<file path="src/rtl/spdif_subframe_assembler.sv">
// S/PDIF subframe assembler: frames 28 decoded time slots into sample + V/U/C/P.
// Latency: sample_valid rises on the clk edge that registers the 28th bit strobe.
// Backpressure: none; a one-cycle sample_valid pulse per subframe, no stall input.
//
// Ports:
//   clk, rst              system clock, asynchronous active-high reset
//   enable                0 holds the block in IDLE, outputs keep their value
//   bit_data, bit_clk     recovered bit stream from the biphase-mark decoder
//   preamble, preamble_type  one-cycle preamble pulse and its type (B/M/W/illegal)
//   sample .. chan_status    decoded subframe fields, parity_err, channel
//   sample_valid, block_start, frame_idx, sync_err  framing status
// Optional: define SPDIF_CHSTAT_CAPTURE_EN to add cs_word/cs_valid, a 32-bit
//   capture of the left-channel C bits of frames 0..31 of each block.
module spdif_subframe_assembler #(
  parameter int BLOCK_LEN = 192,
  parameter int TIMEOUT   = 64
) (
  input  logic        clk,
  input  logic        rst,
  input  logic        enable,
  input  logic        bit_data,
  input  logic        bit_clk,
  input  logic        preamble,
  input  logic [1:0]  preamble_type,
  output logic [23:0] sample,
  output logic        channel,
  output logic        validity,
  output logic        user,
  output logic        chan_status,
  output logic        parity_err,
  output logic        sample_valid,
  output logic        block_start,
  output logic [7:0]  frame_idx,
`ifdef SPDIF_CHSTAT_CAPTURE_EN
  output logic [31:0] cs_word,
  output logic        cs_valid,
`endif
  output logic        sync_err
);

  localparam int              WDW      = $clog2(TIMEOUT + 1);
  localparam logic [WDW-1:0]  WDOG_MAX = WDW'(TIMEOUT - 1);
  localparam logic [7:0]      LAST_IDX = 8'(BLOCK_LEN - 1);
  localparam logic [1:0]      PT_B     = 2'd0;
  localparam logic [1:0]      PT_M     = 2'd1;
  localparam logic [1:0]      PT_W     = 2'd2;
  localparam logic [1:0]      PT_BAD   = 2'd3;

  typedef enum logic [1:0] {IDLE, COLLECT, EMIT} state_t;

  state_t         state;
  logic           bit_clk_q;
  logic [4:0]     cnt;
  logic [WDW-1:0] wdog;
  logic [26:0]    shreg;        // slots 0..26; slot 27 comes straight from bit_data
  logic [1:0]     ptype;
  logic           pend_vld;     // preamble that arrived with the final strobe
  logic [1:0]     pend_type;
  logic           block_locked;

  logic           strobe;
  logic [27:0]    full;
  logic           emit_pre;
  logic [1:0]     emit_type;
  logic [7:0]     idx_nxt;
  logic           locked_nxt;
  logic           miss_b;

  assign strobe    = bit_clk & ~bit_clk_q & enable;
  assign full      = {bit_data, shreg};
  // A live preamble in EMIT is newer than a buffered one, so it wins.
  assign emit_pre  = preamble | pend_vld;
  assign emit_type = preamble ? preamble_type : pend_type;

  // Block position after the subframe being completed.
  always_comb begin
    idx_nxt    = frame_idx;
    locked_nxt = block_locked;
    miss_b     = 1'b0;
    case (ptype)
      PT_B: begin
        idx_nxt    = 8'd0;
        locked_nxt = 1'b1;
      end
      PT_M: begin
        if (frame_idx == LAST_IDX) begin
          idx_nxt = 8'd0;
          if (block_locked) begin
            miss_b     = 1'b1;
            locked_nxt = 1'b0;
          end
        end else begin
          idx_nxt = frame_idx + 8'd1;
        end
      end
      default: ;
    endcase
  end

  always_ff @(posedge clk or posedge rst) begin
    if (rst) begin
      state        <= IDLE;
      bit_clk_q    <= 1'b0;
      cnt          <= 5'd0;
      wdog         <= '0;
      shreg        <= '0;
      ptype        <= PT_B;
      pend_vld     <= 1'b0;
      pend_type    <= PT_B;
      block_locked <= 1'b0;
      sample       <= '0;
      channel      <= 1'b0;
      validity     <= 1'b0;
      user         <= 1'b0;
      chan_status  <= 1'b0;
      parity_err   <= 1'b0;
      sample_valid <= 1'b0;
      block_start  <= 1'b0;
      frame_idx    <= 8'd0;
      sync_err     <= 1'b0;
`ifdef SPDIF_CHSTAT_CAPTURE_EN
      cs_word      <= '0;
      cs_valid     <= 1'b0;
`endif
    end else begin
      bit_clk_q    <= bit_clk;
      sample_valid <= 1'b0;
      block_start  <= 1'b0;
      sync_err     <= 1'b0;
`ifdef SPDIF_CHSTAT_CAPTURE_EN
      cs_valid     <= 1'b0;
`endif
      case (state)
        IDLE: begin
          pend_vld <= 1'b0;
          if (enable && preamble) begin
            if (preamble_type == PT_BAD) begin
              sync_err <= 1'b1;
            end else begin
              ptype <= preamble_type;
              cnt   <= 5'd0;
              wdog  <= '0;
              state <= COLLECT;
            end
          end
        end

        COLLECT: begin
          if (!enable) begin
            state <= IDLE;
          end else if (strobe && cnt == 5'd27) begin
            // Final slot: register every subframe output on this edge.
            sample       <= full[23:0];
            validity     <= full[24];
            user         <= full[25];
            chan_status  <= full[26];
            parity_err   <= ^full;
            channel      <= (ptype == PT_W);
            sample_valid <= 1'b1;
            block_start  <= (ptype == PT_B);
            frame_idx    <= idx_nxt;
            block_locked <= locked_nxt;
            if (miss_b) sync_err <= 1'b1;
`ifdef SPDIF_CHSTAT_CAPTURE_EN
            if (ptype != PT_W && idx_nxt < 8'd32) cs_word[idx_nxt[4:0]] <= full[26];
            if (ptype != PT_W && idx_nxt == 8'd31 && locked_nxt) cs_valid <= 1'b1;
`endif
            // The next subframe's preamble may coincide with our last strobe.
            pend_vld  <= preamble;
            pend_type <= preamble_type;
            state     <= EMIT;
          end else if (preamble) begin
            sync_err <= 1'b1;
            if (preamble_type == PT_BAD) begin
              state <= IDLE;
            end else begin
              ptype <= preamble_type;
              cnt   <= 5'd0;
              wdog  <= '0;
            end
          end else if (strobe) begin
            shreg[cnt] <= bit_data;
            cnt        <= cnt + 5'd1;
            wdog       <= '0;
          end else if (wdog == WDOG_MAX) begin
            sync_err <= 1'b1;
            state    <= IDLE;
          end else begin
            wdog <= wdog + 1'b1;
          end
        end

        EMIT: begin
          // Outputs were registered on entry; handle any buffered preamble here
          // exactly as IDLE would, so its first bit strobe is not missed.
          pend_vld <= 1'b0;
          state    <= IDLE;
          if (enable && emit_pre) begin
            if (emit_type == PT_BAD) begin
              sync_err <= 1'b1;
            end else begin
              ptype <= emit_type;
              cnt   <= 5'd0;
              wdog  <= '0;
              state <= COLLECT;
            end
          end
        end

        default: state <= IDLE;
      endcase
    end
  end

endmodule
</file>
<file path="config.mk">
export PLATFORM = sky130hd
export DESIGN_NAME = spdif_subframe_assembler
export DESIGN_NICKNAME = d
export VERILOG_FILES = /design/src/rtl/spdif_subframe_assembler.sv
export SDC_FILE = /design/constraint.sdc
export NUM_CORES = 1
export LEC_CHECK = 0
export ABC_AREA = 1
export CAP_MARGIN = 30
export CORE_ASPECT_RATIO = 1.1
export CORE_MARGIN = 3
export CORE_UTILIZATION = 57
export DETAILED_ROUTE_END_ITERATION = 7
export GPL_TIMING_DRIVEN = 0
export PLACE_DENSITY = 0.79
export SLEW_MARGIN = 20
export SYNTH_ARGS = -nofsm -noshare
export SYNTH_HDL_FRONTEND = slang
export SYNTH_SLANG_ARGS = --single-unit
export TNS_END_PERCENT = 50
</file>
<file path="constraint.sdc">
create_clock -name clk -period 3.32 [get_ports clk]
set_input_delay 0.664 -clock clk [delete_from_list [all_inputs] [get_ports clk]]
set_output_delay 0.664 -clock clk [all_outputs]
set_load 0.02 [all_outputs]
</file>
==> results of run 1 <==
## cells in the final DEF, fill, tap and decap left out, types with 2 or more instances in the layout
master and instances:
nor2_8 3, nor2_1 39, clkinv_1 2, clkdlybuf4s50_1 47, clkbuf_8 9, nand2_2 4, inv_1 68, clkbuf_1 5
nor2_4 4, nand4_1 7, nand2_1 268, o21ai_1 18, o211ai_1 3, nor3_1 7, buf_2 3, inv_2 4
xor2_1 6, inv_6 3, ha_1 10, a21oi_1 19, o311ai_0 2, dfrtp_1 88, o21ai_0 52, xnor2_1 3
buf_6 4, o22ai_1 3, buf_4 2, inv_4 2, nand3_1 23
## layer usage
layer  vias up  share of wire  global-route usage
met5         -              0                   0
met4         0          0.015              0.0678
met3        17          0.044              0.0423
met2       109           0.48               0.414
met1      2061           0.46               0.323
li1       2212              -                   -
## layout make-up
type | instances | area (µm²)
well taps | 108 | 135
flip-flops and latches | 88 | 2200
repair buffers | 48 | 498
fillers | 671 | 2400
clock inverters | 7 | 83.8
clock buffers | 9 | 124
plain buffers | 14 | 93.8
multi-input cells | 483 | 2290
inverters | 77 | 295
## worst register-to-register path: stages (launching register included)
cell     delay, ns
dfrtp_1       0.42
inv_1         0.10
ha_1          0.24
nand2_1       0.19
nor3_4        0.40
inv_4         0.14
nor2_8        0.18
nand2_1       0.10
nor2_1        0.12
a21oi_1       0.05
## cells by family (layout without fill, tap and decap cells)
group	after synthesis	in the layout	synth area share
simple gates	362	362	0.317
compound gates	101	101	0.109
buf+inv	91	155	0.0792
flops	88	88	0.451
fa+ha+maj	10	10	0.0256
xor+xnor	9	9	0.0161
mux	1	1	0.00205
## path summary, 6_finish.rpt
path                                 startpoint                      to  slack [ns]  cells past startpoint
max in group asynchronous                   rst  sample[20]$_DFFE_PP0P_        2.02                      3
min in group asynchronous                   rst    shreg[5]$_DFFE_PP0P_        0.68                      2
min reg2reg                    user$_DFFE_PP0P_        user$_DFFE_PP0P_        0.48                      2
max reg2reg                state[1]$_DFFE_PP0P_   shreg[16]$_DFFE_PP0P_        1.27                      9
max                                    preamble   shreg[16]$_DFFE_PP0P_        0.96                     10
min                            user$_DFFE_PP0P_        user$_DFFE_PP0P_        0.48                      2
## registers in the layout, indices dropped and copies added (netlist names), 2 cells and up
register   cells
sample        24
state          2
pend_type      2
frame_idx      8
wdog           7
shreg         27
ptype          2
cnt            5
## per-stage QoR
step | worst slack (ns) | hold slack [ns] | setup TNS [ns] | util
after floorplan | 0.377 | 0.439 | 0 | -
after global placement | -0.930 | 0.453 | -81.33 | 0.676
after detailed placement | 0.605 | 0.459 | 0 | 0.679
after CTS | 0.994 | 0.482 | 0 | 0.705
after global routing | 0.859 | 0.513 | 0 | 0.705
final | 0.964 | 0.477 | 0 | 0.705
## power breakdown
group | internal [mW] | total, mW | switching, mW | leakage [nW]
Sequential | 1.12 | 1.17 | 0.0450 | 1.16
Combinational | 0.168 | 0.559 | 0.391 | 1.58
Clock | 0.363 | 0.791 | 0.428 | 0.103
==> results_dict.tcl, run 1 <==
set metrics [dict create \
    outcome "finished, final reports clean" \
    rows 34 \
    worst_slew_pin_slew_ns 0.627 \
    p_total_mw 2.52 \
    chipWidth_um 94.3 \
    synth_area_per_cell_um2 7.38 \
    cts-resized-gates 0 \
    post-route-drc-count 0 \
    post_cts_buffers 0 \
    cp_cell_sequence "clkdlybuf4s50_1, inv_2, buf_4, nand2_1, nor3_4, inv_4, nor2_8, nand2_1, nor2_1, a21oi_1" \
    critPathCaptureType "flip-flop" \
    maximum_number_of_pins_on_one_net_before_global_route_repair 52 \
    grt.total_usage 0.243 \
    num_io_pins 48 \
    setup.worst_path.class "input port to flip-flop" \
    antenna_found_initial 0 \
    cts_bufs_inserted 9 \
    postSynthCellCount 662 \
    drv_slew 0 \
    setup_viol 0 \
    final_antenna_net_count 0 \
    gp_congestion 0.901 \
    dominant_synthesized_flop_cell "dfrtp_1" \
    crit_path_top_delay_cell "clkdlybuf4s50_1" \
    place_inst 818 \
    async_flop_share 1.00 \
    vias_post_dr 4399 \
    cts.hold.buffers_added 0 \
    cts-htree-levels 3 \
    numPortBuffers 47 \
    detail_route.iter0.violations 206 \
    finClkSkew_ns 0.0162 \
    post-route-cell-area_um2 5730 \
    synth.area.top_cells "dfrtp_1, nand2_1, o21ai_0" \
    yosysMostFrequentCell "nand2_1" \
    netlist.area_leader.share 0.451 \
    detail_route.wl_per_cell_um 13.1 \
    grt_setup_unrepaired "false" \
    final-hold-violation-count 0 \
    syn-num-nets 680 \
    floorplan.core_area_um2 8130 \
    synthToLayoutAreaGrowth_pct 17.3 \
    maxSlewHeadroom 0.579 \
    seq_area_frac_synth 0.451 \
    power.leakage_nw 2.84 \
    worst_path_top_cell_family_by_delay "simple AND/OR/NAND/NOR gates" \
    worst_path_largest_cell_delay_ns 0.49 \
    worst_ep_required_time_ns 3.58 \
    path_common_cell "nand2_1" \
    max_cap_viol_count 0 \
    antenna-diode-count 0 \
    synth_cell_type_count 39 \
    clk-insertion-delay-late_ns 0.37 \
    synth.largest_area_cell "dfrtp_1" \
    first_global_vias 4172 \
    numClockSinks 88 \
    most_used_standard_cells_in_the_synthesized_netlist "nand2_1, dfrtp_1, inv_1" \
    wl_um 10900 \
    die_area_um2 9710 \
    max-clock-path-buffers 2 \
    timing.final.crit_share 0.710 \
    worstHoldPathType "flip-flop to flip-flop" \
    path_max_fanout 10 \
    power.density_cell_area_nw_per_um2 439 \
    cts-root-buf "clkbuf_8" \
    dr.pass1.iters 5 \
    syn_area_um2 4880 \
    path_clk_slew_ns 0.09 \
    timing.final.crit_period_ns 2.36 \
    irDropWorstVdd_mv 0.229 \
    gr-total-overflow 0 \
    worstSetupStartpointType "input port" \
    postSynthRegisterBits 88 \
    global_route_wire_length_before_repair_um 18900 \
    timing.fmax_mhz 425 \
    worstPathBufferInverterCount 4 \
    die_y_um 103 \
    critical_path_arrival_ns 2.61 \
    synth-edff-count 0 \
    layout.cells.non_filler 834 \
    start_util 0.601 \
    avgViaCountPerCell 5.27 \
    synthesis.yosys.warnings 0 \
    nNetsFinal 739 \
    cts_tree "yes" \
    placement.cell_area_um2 5520 \
    drive_gt1_frac 0.0675 \
    dp_hpwl_um 8260 \
]
Power figures use the tool's default switching activity.
==> run 2: changes to the inputs <==
==> constraint.sdc (replaced) <==
create_clock -name clk -period 2.38 [get_ports clk]
set_input_delay 0.476 -clock clk [delete_from_list [all_inputs] [get_ports clk]]
set_output_delay 0.476 -clock clk [all_outputs]
set_load 0.02 [all_outputs]
==> results_dict.tcl, run 2 (same netlist as run 1, synthesis figures left out) <==
set metrics [dict create \
    outcome "finished, final reports clean" \
    fillers 642 \
    p_total_mw 3.49 \
    worstRegToRegCells 9 \
    internal_power_mw 2.32 \
    first_global_vias 4205 \
    power.leakage_nw 2.86 \
    startpoint "preamble" \
    layout.cells.non_filler 836 \
    detail_route.wl_per_cell_um 13.3 \
    multi_input_comb_area_um2 2290 \
    p_switching_mw 1.16 \
    gp_congestion 0.894 \
    gr-total-overflow 0 \
    worst_ep_required_time_ns 2.63 \
    final.setup.worst_slack_ns 0.227 \
    detail_route.iter0.violations 222 \
    maxSlewHeadroom 0.621 \
    worstSetupStartpointType "input port" \
    layout.area.seq_um2 2200 \
    num_io_pins 48 \
    antenna-diode-count 0 \
    timing.fmax_mhz 464 \
    max_flop_register "shreg" \
    groute.layer.met3.usage 0.0365 \
    worstHoldPathType "input port to asynchronous set/reset pin" \
    cts-root-buf "clkbuf_8" \
    max_cap_viol_count 0 \
    global_route_wire_length_before_repair_um 18900 \
    final_common_cell "nand2_1" \
    floorplan.core_area_um2 8130 \
    irDropWorstVdd_mv 0.309 \
    largest_register_ffs 27 \
    post-route-drc-count 0 \
    final_antenna_net_count 0 \
    post-place-ws_ns -0.147 \
    r2r-start "state[1]$_DFFE_PP0P_" \
    wl_um 11100 \
    numPortBuffers 47 \
    vias_post_dr 4404 \
    setup.worst_path.end "shreg[18]$_DFFE_PP0P_" \
    cts-htree-levels 3 \
    setup.worst_path.class "input port to flip-flop" \
    cts_tree "yes" \
    timing.reg2reg.setup_slack_ns 0.34 \
    max-clock-path-buffers 2 \
    path_clk_slew_ns 0.09 \
    power.share.switching 0.334 \
    cts.hold.buffers_added 0 \
    grt_setup_unrepaired "false" \
    drv_slew 0 \
    final-hold-violation-count 0 \
    chipWidth_um 94.3 \
    clk-insertion-delay-late_ns 0.36 \
    timing.final.crit_period_ns 2.15 \
    power.share.combinational 0.228 \
    dp_hpwl_um 8290 \
    place_inst 820 \
    worst_hold_slack_ns 0.483 \
    dr.pass1.iters 5 \
    layout.cells.most_common_list "nand2_1, dfrtp_1, inv_1" \
    clock_power_share 0.306 \
    global_route.usage.met1 0.324 \
    die_y_um 103 \
    numClockSinks 88 \
    seqPwrFrac 0.466 \
    start_util 0.601 \
    drive_gt1_frac 0.0701 \
    worst_slew_pin_slew_ns 0.565 \
    critPathCaptureType "flip-flop" \
    cts-resized-gates 0 \
    use_met2 0.424 \
    timing.final.crit_share 0.905 \
    critical_path_arrival_ns 2.40 \
    path_max_fanout 10 \
    nNetsFinal 741 \
    finClkSkew_ns 0.0134 \
    cts_bufs_inserted 9 \
    avgViaCountPerCell 5.27 \
    maximum_number_of_pins_on_one_net_before_global_route_repair 33 \
    die_area_um2 9710 \
    synthToLayoutAreaGrowth_pct 18.2 \
    worst_r2r_endpoint "shreg[18]$_DFFE_PP0P_" \
    power.density_cell_area_nw_per_um2 604 \
    grt.total_usage 0.244 \
    largest_registers "shreg: 27 flops, sample: 24 flops, frame_idx: 8 flops" \
    rows 34 \
    setup_viol 0 \
    antenna_found_initial 0 \
    grt-busiest-layer "met2" \
    post_cts_buffers 0 \
]
## run 2: worst min path at each step
stage / from / to / slack [ns] / depth (start not counted)
finish: rst / frame_idx[0]$_DFFE_PP0P_ / 0.48 / 2
global route: sample[10]$_DFFE_PP0P_ / sample[10]$_DFFE_PP0P_ / 0.51 / 2
CTS: ptype[0]$_DFFE_PP0P_ / block_start$_DFF_PP0_ / 0.48 / 1
detailed placement: ptype[0]$_DFFE_PP0P_ / block_start$_DFF_PP0_ / 0.47 / 1
global placement: validity$_DFFE_PP0P_ / validity$_DFFE_PP0P_ / 0.45 / 2
floorplan: ptype[0]$_DFFE_PP0P_ / block_start$_DFF_PP0_ / 0.44 / 1
## run 2: critical path, cell delays in order
cell	delay (ns)
clkdlybuf4s50_1	0.49
inv_2	0.11
buf_4	0.17
nand2_1	0.16
nor3_4	0.38
inv_4	0.14
nor2_8	0.17
nand2_1	0.10
nor2_1	0.14
a21oi_1	0.06
## run 2: layer usage
metal	share of wire	vias up
met5	0	-
met2	0.49	106
li1	-	2212
met4	0.011	0
met3	0.044	14
met1	0.46	2072
## run 2: metrics by stage
stage,TNS [ns],area [µm²],utilization
6_report,0,5770,0.711
3_3_place_gp,-4.08,5490,0.676
2_1_floorplan,0,4890,-
3_5_place_dp,-1.73,5570,0.685
5_1_grt,0,5770,0.711
4_1_cts,0,5770,0.711
## run 2: layout make-up
| type | instances | share of cell area |
|---|---|---|
| Buffer | 14 | 0.0163 |
| Clock buffer | 10 | 0.0238 |
| Clock inverter | 6 | 0.0119 |
| Inverter | 77 | 0.0514 |
| Multi-Input combinational cell | 483 | 0.397 |
| Sequential cell | 88 | 0.381 |
| Tap cell | 108 | 0.0234 |
| Timing Repair Buffer | 50 | 0.0945 |
## run 2: power by group through the flow
stage | clock [mW] | sequential [mW] | combinational (mW)
floorplan | 0 | 1.64 | 0.590
global placement | 0 | 1.65 | 0.738
detailed placement | 0 | 1.65 | 0.773
CTS | 1.09 | 1.62 | 0.788
global route | 1.14 | 1.63 | 0.896
finish | 1.07 | 1.62 | 0.795
==> run 3: changes to the inputs <==
--- a/config.mk
+++ b/config.mk
@@ -9,10 +9,11 @@
 export CAP_MARGIN = 30
 export CORE_ASPECT_RATIO = 1.1
 export CORE_MARGIN = 3
-export CORE_UTILIZATION = 57
+export CORE_UTILIZATION = 50
 export DETAILED_ROUTE_END_ITERATION = 7
+export GPL_ROUTABILITY_DRIVEN = 0
 export GPL_TIMING_DRIVEN = 0
-export PLACE_DENSITY = 0.79
+export PLACE_DENSITY = 0.7
 export SLEW_MARGIN = 20
 export SYNTH_ARGS = -nofsm -noshare
 export SYNTH_HDL_FRONTEND = slang
==> results_dict.tcl, run 3 (same netlist as run 1, synthesis figures left out) <==
set metrics [dict create \
    timing.final.crit_share 0.877 \
    layout.cells.non_filler 845 \
    max-clock-path-buffers 2 \
    largest_register_ffs 27 \
    clk-insertion-delay-late_ns 0.37 \
    worstHoldPathType "input port to asynchronous set/reset pin" \
    setup_viol 0 \
    finClkSkew_ns 0.00759 \
    dr.pass1.iters 4 \
    floorplan.core_area_um2 9440 \
    path_max_fanout 10 \
    timing.fmax_mhz 479 \
    utilization 0.611 \
    num_io_pins 48 \
    dp_hpwl_um 8460 \
    cts_bufs_inserted 9 \
    nNetsFinal 741 \
    antenna-diode-count 0 \
    cts_tree "yes" \
    numPortBuffers 47 \
    path_clk_slew_ns 0.09 \
    maximum_number_of_pins_on_one_net_before_global_route_repair 27 \
    place_inst 829 \
    post_cts_buffers 0 \
    irDropWorstVdd_mv 0.304 \
    max_flop_register "shreg" \
    cts-htree-levels 3 \
    maxSlewHeadroom 0.596 \
    chipWidth_um 100 \
    cts-resized-gates 0 \
    rows 37 \
    critical_path_arrival_ns 2.32 \
    power.density_cell_area_nw_per_um2 598 \
    final-hold-violation-count 0 \
    fillers 873 \
    largest_registers "shreg: 27 flops, sample: 24 flops, frame_idx: 8 flops" \
    die_y_um 110 \
    final_antenna_net_count 0 \
    avgViaCountPerCell 5.09 \
    drive_gt1_frac 0.0687 \
    cts.hold.buffers_added 0 \
    setup.worst_path.class "input port to flip-flop" \
    layout.cells.most_common_list "nand2_1, dfrtp_1, inv_1" \
    synthToLayoutAreaGrowth_pct 18.1 \
    grt_setup_unrepaired "false" \
    power.leakage_nw 2.84 \
    drv_slew 0 \
    vias_post_dr 4305 \
    grt.total_usage 0.218 \
    start_util 0.517 \
    wl_um 10900 \
    die_area_um2 11000 \
    global_route_wire_length_before_repair_um 19200 \
    first_global_vias 4238 \
    cts-root-buf "clkbuf_8" \
    detail_route.wl_per_cell_um 12.9 \
    post-route-drc-count 0 \
    outcome "finished, final reports clean" \
    final_common_cell "nand2_1" \
    critPathCaptureType "flip-flop" \
    max_cap_viol_count 0 \
    antenna_found_initial 0 \
    gr-total-overflow 0 \
    timing.final.crit_period_ns 2.09 \
    detail_route.iter0.violations 221 \
    worst_slew_pin_slew_ns 0.601 \
    worstSetupStartpointType "input port" \
    worst_ep_required_time_ns 2.62 \
    numClockSinks 88 \
]
-- run 3: cell types whose count changed in the layout (fill, tap and decap cells not counted), sizes merged --
cell,before,now
clkinv,7,3
clkinvlp,2,5
inv,73,74
-- run 3: layout make-up --
type	count	area, µm²	share of cell area
inverters	77	297	0.0514
repair buffers	50	538	0.0933
well taps	117	146	0.0254
multi-input cells	483	2290	0.398
clock inverters	6	68.8	0.0119
plain buffers	14	93.8	0.0163
flip-flops and latches	88	2200	0.382
clock buffers	10	128	0.0221
-- run 3: worst max-delay path, stage by stage --
cell and delay [ns]:
clkdlybuf4s50_1 0.47, inv_2 0.11, buf_4 0.16, nand2_1 0.16, nor3_4 0.40, inv_4 0.14
nor2_8 0.16, nand2_1 0.09, nand2_1 0.09, o21ai_1 0.06
-- run 3: path summary, 6_finish.rpt --
path                                               from                       end  slack [ns]  depth (start not counted)
worst min register to register  chan_status$_DFFE_PP0P_   chan_status$_DFFE_PP0P_        0.48                          2
worst max-delay path                           preamble      shreg[6]$_DFFE_PP0P_        0.29                         10
min in group clk                chan_status$_DFFE_PP0P_   chan_status$_DFFE_PP0P_        0.48                          2
max in group asynchronous                           rst    sample[20]$_DFFE_PP0P_        1.09                          5
worst max register to register     state[1]$_DFFE_PP0P_       wdog[1]$_DFFE_PP0P_        0.32                         14
worst min-delay path                                rst  frame_idx[4]$_DFFE_PP0P_        0.45                          2
-- run 3: per-layer routing --
layer / track usage / routed length [µm] / vias up
li1: - / - / 2220
met1: 0.293 / 4980 / 1977
met2: 0.342 / 5060 / 84
met3: 0.0381 / 519 / 24
met4: 0.102 / 315 / 0
met5: 0 / 0 / -
-- run 3: per-stage QoR --
stage | power, mW | hold WS [ns] | setup TNS [ns] | worst slack, ns | cell area (µm²)
2_1_floorplan | 2.23 | 0.439 | 0 | 0.673 | 4890
3_3_place_gp | 2.38 | 0.453 | -7.39 | -0.0834 | 5500
3_5_place_dp | 2.42 | 0.463 | -1.15 | -0.0877 | 5570
4_1_cts | 3.47 | 0.448 | 0 | 0.308 | 5770
5_1_grt | 3.67 | 0.480 | 0 | 0.0994 | 5770
6_report | 3.45 | 0.447 | 0 | 0.292 | 5770
-- run 3: power by group --
part           internal (mW)  switching (mW)
Combinational          0.238           0.539
Clock                  0.489           0.558
Sequential              1.56          0.0609
Total                   2.29            1.16
